==> config.mk <==
export PLATFORM = sky130hd
export DESIGN_NAME = bit_count_scheduler
export DESIGN_NICKNAME = d
export VERILOG_FILES = /design/src/rtl/bit_count_scheduler.sv
export SDC_FILE = /design/constraint.sdc
export NUM_CORES = 1
export LEC_CHECK = 0
export BUFFER_PORTS_ARGS = -buffer_cell sky130_fd_sc_hd__clkbuf_2
export CAP_MARGIN = 15
export CORE_ASPECT_RATIO = 1.4
export CORE_UTILIZATION = 49
export CTS_CLUSTER_DIAMETER = 60
export DETAILED_ROUTE_END_ITERATION = 8
export PLACE_DENSITY_LB_ADDON = 0.3
export SETUP_SLACK_MARGIN = 0.02
export SYNTH_ARGS = -nofsm -noshare
export SYNTH_HDL_FRONTEND = slang
export SYNTH_SLANG_ARGS = --single-unit
==> constraint.sdc <==
create_clock -name clock -period 5.47 [get_ports clock]
set_input_delay 0.8205 -clock clock [delete_from_list [all_inputs] [get_ports clock]]
set_output_delay 0.8205 -clock clock [all_outputs]
set_load 0.03 [all_outputs]
==> src/rtl/bit_count_scheduler.sv <==
// bit_count_scheduler: round-robin front end that shares a single bit-counter
// unit among N_REQ requesters. It grants one job at a time, runs the counter's
// load/run/release handshake and returns the popcount with a one-cycle ack.
// Optional watchdog: define BCS_TIMEOUT_EN to abort a job whose counter never
// completes; the timeout output port only exists in that build.
module bit_count_scheduler #(
  parameter int N_REQ          = 4,
  parameter int A_WIDTH        = 8,
  parameter int RET_WIDTH      = 4,
  parameter int TIMEOUT_CYCLES = 2*A_WIDTH+4,
  localparam int ID_W          = $clog2(N_REQ)
) (
  input  logic                     clock,
  input  logic                     reset,
  input  logic [N_REQ-1:0]         req,
  input  logic [N_REQ*A_WIDTH-1:0] req_data,
  output logic [N_REQ-1:0]         ack,
  output logic [RET_WIDTH-1:0]     result,
  output logic [ID_W-1:0]          result_id,
  output logic                     busy,
  output logic                     cnt_s,
  output logic [A_WIDTH-1:0]       cnt_a,
  input  logic                     cnt_done,
  input  logic [RET_WIDTH-1:0]     cnt_result
`ifdef BCS_TIMEOUT_EN
  ,
  output logic                     timeout
`endif
);

  // The result port must be wide enough to hold a full-ones popcount.
  if ((2**RET_WIDTH) <= A_WIDTH || TIMEOUT_CYCLES < 1 || N_REQ < 2) begin : g_bad_params
    $error("bit_count_scheduler: invalid parameter combination");
  end

  typedef enum logic [2:0] {
    S_IDLE = 3'd0,
    S_LOAD = 3'd1,
    S_RUN  = 3'd2,
    S_REL  = 3'd3,
    S_ACK  = 3'd4
  } state_t;

  state_t             state;
  state_t             next_state;
  logic [ID_W-1:0]    rr_ptr;
  logic [ID_W-1:0]    grant_id;
  logic [A_WIDTH-1:0] op_reg;
  logic               grant_valid;
  logic [ID_W-1:0]    grant_next;
  logic [ID_W:0]      scan_sum;
  logic               wd_expired;

  localparam logic [ID_W:0] N_REQ_W = (ID_W+1)'(N_REQ);

  // Rotating-priority search starting at rr_ptr; the first set req bit wins.
  always_comb begin
    grant_valid = 1'b0;
    grant_next  = '0;
    scan_sum    = '0;
    for (int i = 0; i < N_REQ; i++) begin
      scan_sum = {1'b0, rr_ptr} + (ID_W+1)'(i);
      if (scan_sum >= N_REQ_W) scan_sum = scan_sum - N_REQ_W;
      if (!grant_valid && req[scan_sum[ID_W-1:0]]) begin
        grant_valid = 1'b1;
        grant_next  = scan_sum[ID_W-1:0];
      end
    end
  end

`ifdef BCS_TIMEOUT_EN
  localparam int WD_W = $clog2(TIMEOUT_CYCLES+1);
  logic [WD_W-1:0] wd_count;
  logic            timed_out;

  assign wd_expired = ((state == S_RUN) || (state == S_REL)) &&
                      (wd_count == WD_W'(TIMEOUT_CYCLES-1));

  // Watchdog counts cycles spent waiting on the counter and restarts with each job.
  always_ff @(posedge clock) begin
    if (reset) begin
      wd_count  <= '0;
      timed_out <= 1'b0;
    end else if (state == S_LOAD) begin
      wd_count  <= '0;
      timed_out <= 1'b0;
    end else if (wd_expired) begin
      timed_out <= 1'b1;
    end else if ((state == S_RUN) || (state == S_REL)) begin
      wd_count <= wd_count + 1'b1;
    end
  end

  assign timeout = (state == S_ACK) && timed_out;
`else
  assign wd_expired = 1'b0;
`endif

  // State register.
  always_ff @(posedge clock) begin
    if (reset) state <= S_IDLE;
    else       state <= next_state;
  end

  // Next-state logic; the watchdog abort overrides the counter handshake.
  always_comb begin
    next_state = state;
    case (state)
      S_IDLE: if (grant_valid) next_state = S_LOAD;
      S_LOAD: next_state = S_RUN;
      S_RUN:  if (wd_expired) next_state = S_ACK;
              else if (cnt_done) next_state = S_REL;
      S_REL:  if (wd_expired || !cnt_done) next_state = S_ACK;
      S_ACK:  next_state = S_IDLE;
      default: next_state = S_IDLE;
    endcase
  end

  // Moore outputs decoded from the current state and the latched job.
  always_comb begin
    busy  = (state != S_IDLE);
    cnt_s = (state == S_RUN);
    cnt_a = '0;
    ack   = '0;
    if ((state == S_LOAD) || (state == S_RUN) || (state == S_REL)) cnt_a = op_reg;
    if (state == S_ACK) ack[grant_id] = 1'b1;
  end

  // Job bookkeeping: grant latch, pointer rotation, result capture and ack id.
  always_ff @(posedge clock) begin
    if (reset) begin
      rr_ptr    <= '0;
      grant_id  <= '0;
      op_reg    <= '0;
      result    <= '0;
      result_id <= '0;
    end else begin
      if ((state == S_IDLE) && grant_valid) begin
        grant_id <= grant_next;
        op_reg   <= req_data[grant_next*A_WIDTH +: A_WIDTH];
        rr_ptr   <= (grant_next == ID_W'(N_REQ-1)) ? '0 : grant_next + 1'b1;
      end
      if (wd_expired) begin
        result <= '0;
      end else if ((state == S_RUN) && cnt_done) begin
        result <= cnt_result;
      end
      if ((next_state == S_ACK) && (state != S_ACK)) begin
        result_id <= grant_id;
      end
    end
  end

endmodule
==> run_results.csv, run 1 <==
group,metric,value,unit
setup_path,critPathCapture,"cnt_a[4]",
clock_network,cts_resized,0,
placement,dp_cells,228,
route,wl_per_cell,13.67,um
floorplan,start_util,53.09,%
route,vias,1282,
placement,hpwl,2479,um
logic_synthesis,synth-seq-cells,21,
setup_path,rr_endpoint,"op_reg[2]$_SDFFE_PP0P_",
timing,fin_crit_sh,45.87,%
clock_network,postCtsSetupRepairBufs,0,
final_layout,drive_gt1_share,40.40,%
clock_network,cts_buffer_depth,2,
final_layout,final_common_cell,"clkbuf_2",
run_status,status,"finished, final reports clean",
setup_path,regToRegSetupSlack,3.48,ns
global_route,met1_usage,25.13,%
route,totalWireLength,3171,um
timing,holdWs,0.4994,ns
final_layout,insertedDiodeCount,0,
timing,hold_viol,0,
setup_path,path_buf_inv,1,
global_route,use_met3,3.152,%
setup_path,cpMostUsedCell,"nor2_1",
timing,max_freq,0.3985,GHz
route,post-route-drc-count,0,
logic_synthesis,async_flop_share,0,%
placement,place.gp.congestion,0.7743,
clock_network,hold_buffers,0,
floorplan,die_h,63.21,um
setup_path,crit_slowest_cell,"dfxtp_1",
power,p_per_area,294.1,nW/um2
global_route,antenna_found_initial,0,
setup_path,cp_num_cells,4,
setup_path,r2r-start,"rr_ptr[1]$_SDFFE_PP0P_",
timing,rsz0062_at_grt,"false",
final_layout,fin_area,1635,um2
logic_synthesis,synth_cell_types,36,
clock_network,root_buffer,"clkbuf_4",
clock_network,cts_num_sinks,21,
logic_synthesis,synth_area,1311,um2
setup_path,worst_r2r_path_depth,5,
timing,worst_slew_pin_slew,0.5275,ns
route,drt-pass1-iter-count,4,
worst_hold_path,min_path_type,"register to register",
clock_network,cts_tree,"done",
route,vias_per_cell,5.526,
placement,place_area,1605,um2
global_route,use_met2,43.21,%
run,drv_cap,0,
route,drt_iter0_markers,17,
setup_path,path_cells,"nor2_1 -> nor2_1 -> and2_1 -> clkbuf_2",
floorplan,die_w,45.72,um
placement,io_buffer_count,62,
final_layout,largest_reg_flops,8,
clock_network,htree_levels,1,
timing,fin_crit,2.509,ns
global_route,gr-total-overflow,0,
timing,drv_slew,0,
final_layout,mostFrequentLayoutCells,"62 x clkbuf_2, 22 x mux2i_1, 21 x dfxtp_1",
clock_network,clk_pin_slew,0.13,ns
setup_path,worstSetupStartpointType,"register",
timing,setup_viol,0,
logic_synthesis,synth_edf_count,0,
logic_synthesis,synth-main-ff-cell,"dfxtp_1",
setup_path,slowest_delay,0.43,ns
logic_synthesis,yosysSeqAreaShare,32.06,%
final_layout,final_cells,232,
setup_path,critical_path.top_delay_family,"simple AND/OR/NAND/NOR gates",
floorplan,rows,21,
final_layout,n_fill_cell,232,
final_layout,nets,242,
setup_path,crit_type,"register to primary output",
timing,fin_skew,0.01475,ns
power,ir_drop,0.1716,mV
logic_synthesis,syn_avg_cell_area,9.434,um2
floorplan,io_pins,63,
setup_path,crit_path_start,"state[0]$_SDFF_PP0_",
setup_path,worst-endpoint-required,4.65,ns
global_route,grt.busiest_layer,"met2",
floorplan,core,2470,um2
setup_path,cp_data_arrival_time,1.69,ns
logic_synthesis,synth_warnings,0,
power,power.total,480.9,uW
global_route,grt_pass1_wl,5175,um
power,p_leak,0.7447,nW
final_layout,area_delta_synth_final,24.71,%
timing,worst_slew_margin_rel,64.71,%
global_route,grt_max_degree,23,
global_route,grt_usage,23.78,%
floorplan,die_area,2890,um2
setup_path,end_kind,"primary output",
timing,fin_setup_tns,0,ns
logic_synthesis,synth_fp_nets,182,
route,ant_nets,0,
clock_network,cts_buffers,3,
logic_synthesis,syn_inst,139,
setup_path,critical_path_peak_fanout,8,
global_route,grt_pass1_vias,1281,
clock_network,clock_latency,0.32,ns
layer usage:
layer	routed length, um	vias up
met5	0	-
li1	-	629
met3	108	8
met4	78	0
met2	1717	41
met1	1267	604
cells in the mapped netlist (2+ instances only):
library cell,n,area (um2)
a211oi_1,2,15.01
o221ai_2,7,105.1
nor2_1,13,48.80
inv_1,5,18.77
mux2i_1,22,220.2
and2_1,8,50.05
nand2_1,6,22.52
clkbuf_1,4,15.01
o21a_1,3,22.52
nor4_1,2,12.51
nand3b_1,9,67.56
dfxtp_1,21,420.4
o21ai_0,4,20.02
nor3_1,7,35.03
a21oi_1,5,25.02
cell families (layout without fill, tap and decap cells):
group	count (synthesis)	in the layout	synth area share [%]
multiplexers	23	23	17.94
XOR/XNOR	1	1	0.6681
buffers and inverters	13	72	6.488
flip-flops	21	21	32.06
AO/OA/AOI/OAI	29	29	20.04
AND/OR/NAND/NOR	52	52	22.81
worst register-to-register path, cell delays in order, from the launching register on:
cell,delay (ns)
dfxtp_1,0.54
mux2_4,0.33
a32o_2,0.26
nor2_8,0.31
mux2i_1,0.31
o221ai_2,0.11
final cells by class:
class                      count  area (um2)  share of cell area (%)
tap                           34       42.54                   2.601
multi-input combinational    105       805.8                   49.27
clock buffer                   3       22.52                   1.377
clock inverter                 1       7.507                  0.4591
timing repair buffer          63       317.8                   19.43
inverter                       5       18.77                   1.148
sequential                    21       420.4                   25.71
stage by stage:
step / setup WS [ns] / utilization, %
6_report: 2.961 / 66.21
5_1_grt: 2.801 / 66.21
4_1_cts: 2.956 / 66.21
3_5_place_dp: 3.061 / 64.99
3_3_place_gp: 3.108 / 64.99
2_1_floorplan: 3.240 / -
how the worst min path moves through the flow:
stage                         startpoint                        end  slack, ns  cells past startpoint
3_3_place_gp   result_id[1]$_SDFFE_PP0P_  result_id[1]$_SDFFE_PP0P_       0.46                      2
2_1_floorplan     op_reg[7]$_SDFFE_PP0P_     op_reg[7]$_SDFFE_PP0P_       0.46                      2
5_1_grt        result_id[0]$_SDFFE_PP0P_  result_id[0]$_SDFFE_PP0P_       0.54                      2
4_1_cts        result_id[0]$_SDFFE_PP0P_  result_id[0]$_SDFFE_PP0P_       0.51                      2
3_5_place_dp   result_id[0]$_SDFFE_PP0P_  result_id[0]$_SDFFE_PP0P_       0.49                      2
6_report       result_id[0]$_SDFFE_PP0P_  result_id[0]$_SDFFE_PP0P_       0.50                      2
power breakdown:
part           internal (mW)  total [mW]  leakage, nW  switching (mW)
Sequential             0.177       0.198        0.172          0.0215
Combinational         0.0855       0.203        0.558           0.117
Clock                 0.0280      0.0800       0.0139          0.0520
Total                  0.290       0.481        0.745           0.191
Note: power is estimated with default switching activity, not from simulation.
==> inputs of run 2 (changes only) <==
--- a/config.mk
+++ b/config.mk
@@ -8,7 +8,7 @@
 export BUFFER_PORTS_ARGS = -buffer_cell sky130_fd_sc_hd__clkbuf_2
 export CAP_MARGIN = 15
 export CORE_ASPECT_RATIO = 1.4
-export CORE_UTILIZATION = 49
+export CORE_UTILIZATION = 46
 export CTS_CLUSTER_DIAMETER = 60
 export DETAILED_ROUTE_END_ITERATION = 8
 export PLACE_DENSITY_LB_ADDON = 0.3
==> constraint.sdc (replaced) <==
create_clock -name clock -period 2.4 [get_ports clock]
set_input_delay 0.36 -clock clock [delete_from_list [all_inputs] [get_ports clock]]
set_output_delay 0.36 -clock clock [all_outputs]
set_load 0.03 [all_outputs]
==> run 2 against run 1 <==
Sequential cell count is the same. Clock skew fell by 0.013 ns. Non-clock buffer count stayed put. Register-to-register slack worse by 3.1 ns. Global-route usage decreased by 0.72 points. Clock-buffer cell count is the same. Critical path type unchanged. Critical endpoint is now cnt_a[0]. Largest cell class unchanged.
==> run_results.csv, run 2 (synthesized netlist as in run 1, its figures left out) <==
group,metric,value,unit
global_route,grt_pass1_wl,5202,um
final_layout,insertedDiodeCount,0,
timing,fin_crit,2.006,ns
setup_path,worst-endpoint-required,2.04,ns
timing,finalWorstSetupSlack,0.3943,ns
power,ir_drop,0.4745,mV
power,p_per_area,663.6,nW/um2
placement,place_area,1608,um2
setup_path,end_kind,"primary output",
final_layout,largest_reg_flops,8,
route,ant_nets,0,
final_layout,register_area,420.4,um2
timing,rsz0062_at_grt,"false",
timing,setup_viol,0,
timing,fin_crit_sh,83.57,%
clock_network,htree_levels,1,
power,pwr-share-seq,41.2,%
final_layout,fin_area,1638,um2
setup_path,critical_path.top_delay_family,"simple AND/OR/NAND/NOR gates",
route,totalWireLength,3152,um
clock_network,hold_buffers,0,
global_route,grt_pass1_vias,1243,
setup_path,path_cells,"nor2_1 -> nor2_1 -> and2_1 -> clkbuf_2",
placement,io_buffer_count,62,
timing,hold_viol,0,
placement,dp_cells,230,
final_layout,n_fill_cell,253,
route,drt-pass1-iter-count,4,
clock_network,clock_latency,0.31,ns
run,drv_cap,0,
setup_path,crit_type,"register to primary output",
clock_network,clk_pin_slew,0.12,ns
setup_path,worstSetupStartpointType,"register",
final_layout,final_cells,234,
clock_network,cts_num_sinks,21,
setup_path,path_buf_inv,1,
floorplan,start_util,49.11,%
run_status,status,"finished, final reports clean",
final_layout,final_common_cell,"clkbuf_2",
timing,worst_slew_margin_rel,66.56,%
timing,max_freq,0.4986,GHz
timing,fin_skew,0.001574,ns
setup_path,crit_slowest_cell,"dfxtp_1",
power,switchingPower,426.3,uW
timing,worst_slew_pin_slew,0.5016,ns
setup_path,cp_data_arrival_time,1.65,ns
power,swShare,39.22,%
global_route,grt_max_degree,23,
setup_path,regToRegSetupSlack,0.41,ns
clock_network,cts_tree,"done",
power,p_clk_share,16.4,%
power,comb_power_share,42.3,%
floorplan,die_area,3071,um2
clock_network,root_buffer,"clkbuf_4",
timing,fin_setup_tns,0,ns
floorplan,die_h,65.17,um
clock_network,cts_buffers,3,
floorplan,io_pins,63,
power,p_leak,0.7447,nW
route,vias_per_cell,5.402,
floorplan,die_w,47.13,um
timing,drv_slew,0,
floorplan,core,2670,um2
placement,hpwl,2500,um
setup_path,cpMostUsedCell,"nor2_1",
setup_path,critical_path_peak_fanout,8,
route,drt_iter0_markers,33,
clock_network,cts_resized,0,
route,wl_per_cell,13.47,um
final_layout,area_delta_synth_final,24.90,%
placement,place.gp.congestion,0.7714,
placement,pre_cts_slack,0.4297,ns
clock_network,postCtsSetupRepairBufs,0,
global_route,gr-total-overflow,0,
route,post-route-drc-count,0,
global_route,antenna_found_initial,0,
worst_hold_path,min_path_type,"primary input to register",
route,vias,1264,
global_route,grt_usage,23.06,%
final_layout,multiInputGateArea,805.8,um2
clock_network,cts_buffer_depth,2,
final_layout,mostFrequentLayoutCells,"62 x clkbuf_2, 22 x mux2i_1, 21 x dfxtp_1",
floorplan,rows,22,
power,p_int,660.6,uW
final_layout,nets,242,
setup_path,slowest_delay,0.41,ns
final_layout,drive_gt1_share,40.40,%
==> run 2: final timing paths <==
check                             from                         to  cells after the start
max                state[0]$_SDFF_PP0_                   cnt_a[0]                      4
min                      cnt_result[3]     result[3]$_SDFFE_PP0P_                      3
max reg2reg     rr_ptr[1]$_SDFFE_PP0P_     op_reg[0]$_SDFFE_PP0P_                      5
min reg2reg  result_id[0]$_SDFFE_PP0P_  result_id[0]$_SDFFE_PP0P_                      2
==> run 2: worst reg2reg max path, stage by stage (launching register included) <==
cell and delay, ns:
dfxtp_1 0.52, mux2_4 0.33, a32o_2 0.27, nor2_8 0.31, mux2i_1 0.31, o221ai_2 0.13
==> run 2: layout make-up <==
class	count	area share (%)
clock inverters	1	0.4584
inverters	5	1.146
multi-input cells	105	49.20
repair buffers	63	19.40
clock buffers	3	1.375
well taps	36	2.750
flip-flops and latches	21	25.67
==> run 2: power by group through the flow <==
stage                     combinational, mW  clock [mW]  sequential [mW]
after floorplan                       0.374           0            0.445
after global placement                0.450           0            0.452
after detailed placement              0.465           0            0.455
after CTS                             0.466       0.181            0.447
after global routing                  0.504       0.191            0.458
final                                 0.460       0.179            0.448
==> run 2: stage by stage <==
step | hold slack (ns) | power (mW) | utilization [%]
floorplan | 0.4588 | 0.8189 | -
global placement | 0.4618 | 0.9022 | 60.22
detailed placement | 0.4883 | 0.9193 | 60.22
CTS | 0.2783 | 1.094 | 61.34
global route | 0.2927 | 1.153 | 61.34
finish | 0.2837 | 1.087 | 61.34
==> run 2: per-layer routing <==
layer / vias to the layer above / GRT usage (%) / wire [um]
met5: - / 0 / 0
met4: 0 / 7.500 / 33
met3: 4 / 3.297 / 136
met2: 35 / 41.84 / 1773
met1: 594 / 26.12 / 1208
li1: 631 / - / -
==> inputs of run 3 (changes only) <==
--- a/config.mk
+++ b/config.mk
@@ -5,10 +5,11 @@
 export SDC_FILE = /design/constraint.sdc
 export NUM_CORES = 1
 export LEC_CHECK = 0
+export ABC_AREA = 1
 export BUFFER_PORTS_ARGS = -buffer_cell sky130_fd_sc_hd__clkbuf_2
 export CAP_MARGIN = 15
 export CORE_ASPECT_RATIO = 1.4
-export CORE_UTILIZATION = 46
+export CORE_UTILIZATION = 44
 export CTS_CLUSTER_DIAMETER = 60
 export DETAILED_ROUTE_END_ITERATION = 8
 export PLACE_DENSITY_LB_ADDON = 0.3
==> constraint.sdc (replaced) <==
create_clock -name clock -period 1.8 [get_ports clock]
set_input_delay 0.27 -clock clock [delete_from_list [all_inputs] [get_ports clock]]
set_output_delay 0.27 -clock clock [all_outputs]
set_load 0.03 [all_outputs]
==> run 3 against run 2 <==
The run now ends with negative setup slack left. Synthesized cell count is 100% higher. Clock power is 67% higher. Register-to-register slack worse by 0.43 ns. Hold slack worse by 0.017 ns. Routed wire length is 34% higher. Non-clock buffer count is 20 higher. Clock-buffer cell count is 1 higher. Clock skew hardly changed. Cell area is 43% higher. Combinational power grew to 7.5 times the previous value. Critical endpoint is now op_reg[3]$_SDFFE_PP0P_. Largest cell class unchanged. Highest routed layer unchanged.
==> run_results.csv, run 3 <==
group,metric,value,unit
global_route,antenna_found_initial,0,
route,ant_nets,0,
placement,io_buffer_count,62,
power,p_per_area,1913,nW/um2
logic_synthesis,synth_warnings,0,
floorplan,die_area,3839,um2
final_layout,mostFrequentLayoutCells,"70 x nand2_1, 62 x clkbuf_2, 49 x inv_1",
global_route,grt_usage,22.28,%
power,comb_power_share,77.6,%
timing,finalWorstSetupSlack,-0.02036,ns
route,wl_per_cell,10.71,um
setup_path,rr_endpoint,"op_reg[3]$_SDFFE_PP0P_",
timing,setup_viol,3,
setup_path,crit_slowest_cell,"dfxtp_4",
setup_path,cp_data_arrival_time,1.98,ns
floorplan,die_w,52.65,um
floorplan,core,3410,um2
run_status,violations,"negative setup slack",
logic_synthesis,syn_inst,278,
setup_path,regToRegSetupSlack,-0.02,ns
clock_network,cts_tree,"done",
global_route,grt_pass1_wl,6699,um
setup_path,end_kind,"register",
setup_path,critical_path_peak_fanout,7,
final_layout,nets,399,
final_layout,area_delta_synth_final,47.74,%
power,pwr-share-seq,15.7,%
final_layout,largest_reg_flops,8,
clock_network,cts_buffers,3,
logic_synthesis,async_flop_share,0,%
logic_synthesis,yosys.area_share.simple,48.77,%
run_status,status,"finished with violations",
clock_network,root_buffer,"clkbuf_8",
worst_hold_path,min_path_type,"primary input to register",
floorplan,start_util,46.35,%
worst_hold_path,whs_path_depth,3,
timing,worst_slew_pin_slew,0.3327,ns
timing,max_freq,0.5493,GHz
timing,hold_viol,0,
timing,fin_crit_sh,101.1,%
global_route,grt_max_degree,20,
power,p_clk_share,6.7,%
floorplan,rows,25,
route,post-route-drc-count,0,
run,drv_cap,0,
logic_synthesis,synth_xor_xnor_area_share,0,%
route,vias_per_cell,4.762,
power,swShare,52.57,%
timing,fin_skew,0.001101,ns
setup_path,crit_type,"register to register",
timing,worst_slew_margin_rel,77.82,%
setup_path,slowest_delay,0.38,ns
placement,place.gp.congestion,0.8409,
logic_synthesis,synth-seq-cells,21,
logic_synthesis,synth_edf_count,0,
logic_synthesis,synth-main-ff-cell,"dfxtp_1",
setup_path,path_buf_inv,3,
logic_synthesis,synth_fp_nets,321,
setup_path,path_cells,"buf_6 -> nand2_2 -> nand2_2 -> nand2_2 -> nand2_4 -> nor2_4 -> nand4_4 -> buf_12 -> nand3_1 -> nand2_1 -> nand2_1 -> nand3_1 -> nand2_1 -> inv_1",
clock_network,cts_buffer_depth,2,
final_layout,final_util,68.48,%
logic_synthesis,synth_cell_types,23,
timing,drv_slew,0,
logic_synthesis,yosysSeqAreaShare,26.60,%
logic_synthesis,synth_area,1580,um2
final_layout,register_area,425.4,um2
clock_network,htree_levels,1,
worst_hold_path,worstHoldStart,"cnt_result[2]",
timing,rsz0062_at_grt,"true",
logic_synthesis,syn_avg_cell_area,5.684,um2
global_route,grt_pass1_vias,1642,
logic_synthesis,synth-compound-area-share,7.443,%
route,vias,1881,
route,drt_iter0_markers,26,
route,totalWireLength,4232,um
global_route,gr-total-overflow,0,
floorplan,io_pins,63,
power,ir_drop,1.334,mV
setup_path,worst_r2r_path_depth,14,
final_layout,n_fill_cell,305,
final_layout,drive_gt1_share,39.44,%
clock_network,cts_num_sinks,21,
logic_synthesis,synth_fa_ha_area_share,0,%
logic_synthesis,synth_area_leaders,"dfxtp_1 27%, nand2_1 21%, nand3_1 13%",
clock_network,clock_latency,0.25,ns
route,drt-pass1-iter-count,4,
power,p_leak,1.326,nW
timing,fin_crit,1.820,ns
placement,hpwl,3059,um
final_layout,multiInputGateArea,1062,um2
floorplan,die_h,72.91,um
logic_synthesis,muxShareOfSynthArea,0,%
final_layout,insertedDiodeCount,0,
worst_hold_path,hold_end,"result[2]$_SDFFE_PP0P_",
setup_path,worst-endpoint-required,1.96,ns
power,p_int,2.119,mW
clock_network,clk_pin_slew,0.07,ns
setup_path,worstSetupStartpointType,"register",
final_layout,final_common_cell,"nand2_1",
logic_synthesis,yosys-top-cells-count,"88 x nand2_1, 52 x inv_1, 42 x nand3_1",
power,switchingPower,2.348,mW
timing,fin_setup_tns,-0.02348,ns
logic_synthesis,synth_top_family_by_area,"simple AND/OR/NAND/NOR gates",
setup_path,critical_path.top_delay_family,"simple AND/OR/NAND/NOR gates",
logic_synthesis,synth.most_common_cell,"nand2_1",
logic_synthesis,netlist.area_leader.share,26.60,%
clock_network,hold_buffers,0,
logic_synthesis,synth_area_leader_cell,"dfxtp_1",
## run 3: per-stage QoR
stage	cells	setup WS (ns)	cell area [um2]	power [mW]	hold slack (ns)
after floorplan	278	0.1076	1580	2.731	0.4171
after global placement	387	-0.03863	2044	3.518	0.4632
after detailed placement	387	-0.07728	2044	3.549	0.4773
after CTS	391	0.01445	2106	3.918	0.2675
after global routing	395	-0.1329	2335	4.864	0.2971
final	395	-0.02036	2335	4.467	0.2667
## run 3: worst max-delay path by stage
| stage | start | endpoint | cells after the start |
|---|---|---|---|
| final | register | op_reg[3]$_SDFFE_PP0P_ | 14 |
| after global routing | register | op_reg[5]$_SDFFE_PP0P_ | 14 |
| after CTS | register | op_reg[4]$_SDFFE_PP0P_ | 13 |
| after detailed placement | register | op_reg[4]$_SDFFE_PP0P_ | 14 |
| after global placement | register | op_reg[4]$_SDFFE_PP0P_ | 13 |
| after floorplan | register | op_reg[0]$_SDFFE_PP0P_ | 15 |
## run 3: tightest hold or removal path, cell delays in order
cell	delay, ns
clkbuf_2	0.07
o21ai_0	0.07
nor2_1	0.07
## run 3: cells by family after synthesis
family                 Yosys count
AOI/OAI and AO/OA               21
buffers and inverters           66
DFF                             21
and+or+nand+nor                170
## run 3: repair_timing
action                                  4_1_cts  5_1_grt
gates cloned                                  0        1
buffers inserted                              0        3
gates resized for setup                       8       46
endpoints found under the hold margin         0        0
endpoints found under the setup margin        9       11
pin swaps                                     0       16
## run 3: cell type report
cell class / instances / area share (%)
Tap cell: 40 / 2.144
Sequential cell: 21 / 18.22
Timing Repair Buffer: 83 / 22.88
Inverter: 56 / 9.325
Clock buffer: 4 / 1.929
Multi-Input combinational cell: 191 / 45.50
## run 3: power groups by stage
stage	clock network, mW	registers, mW	logic [mW]
floorplan	0	0.704	2.03
global placement	0	0.683	2.83
detailed placement	0	0.686	2.86
CTS	0.308	0.689	2.92
global route	0.330	0.720	3.81
finish	0.299	0.701	3.47
## run 3: metal layers
metal / track usage (%) / share of wire, %
met1: 28.39 / 44
met2: 38.12 / 53
met3: 1.667 / 3.0
met5: 0 / 0
met4: 8.480 / 0.66
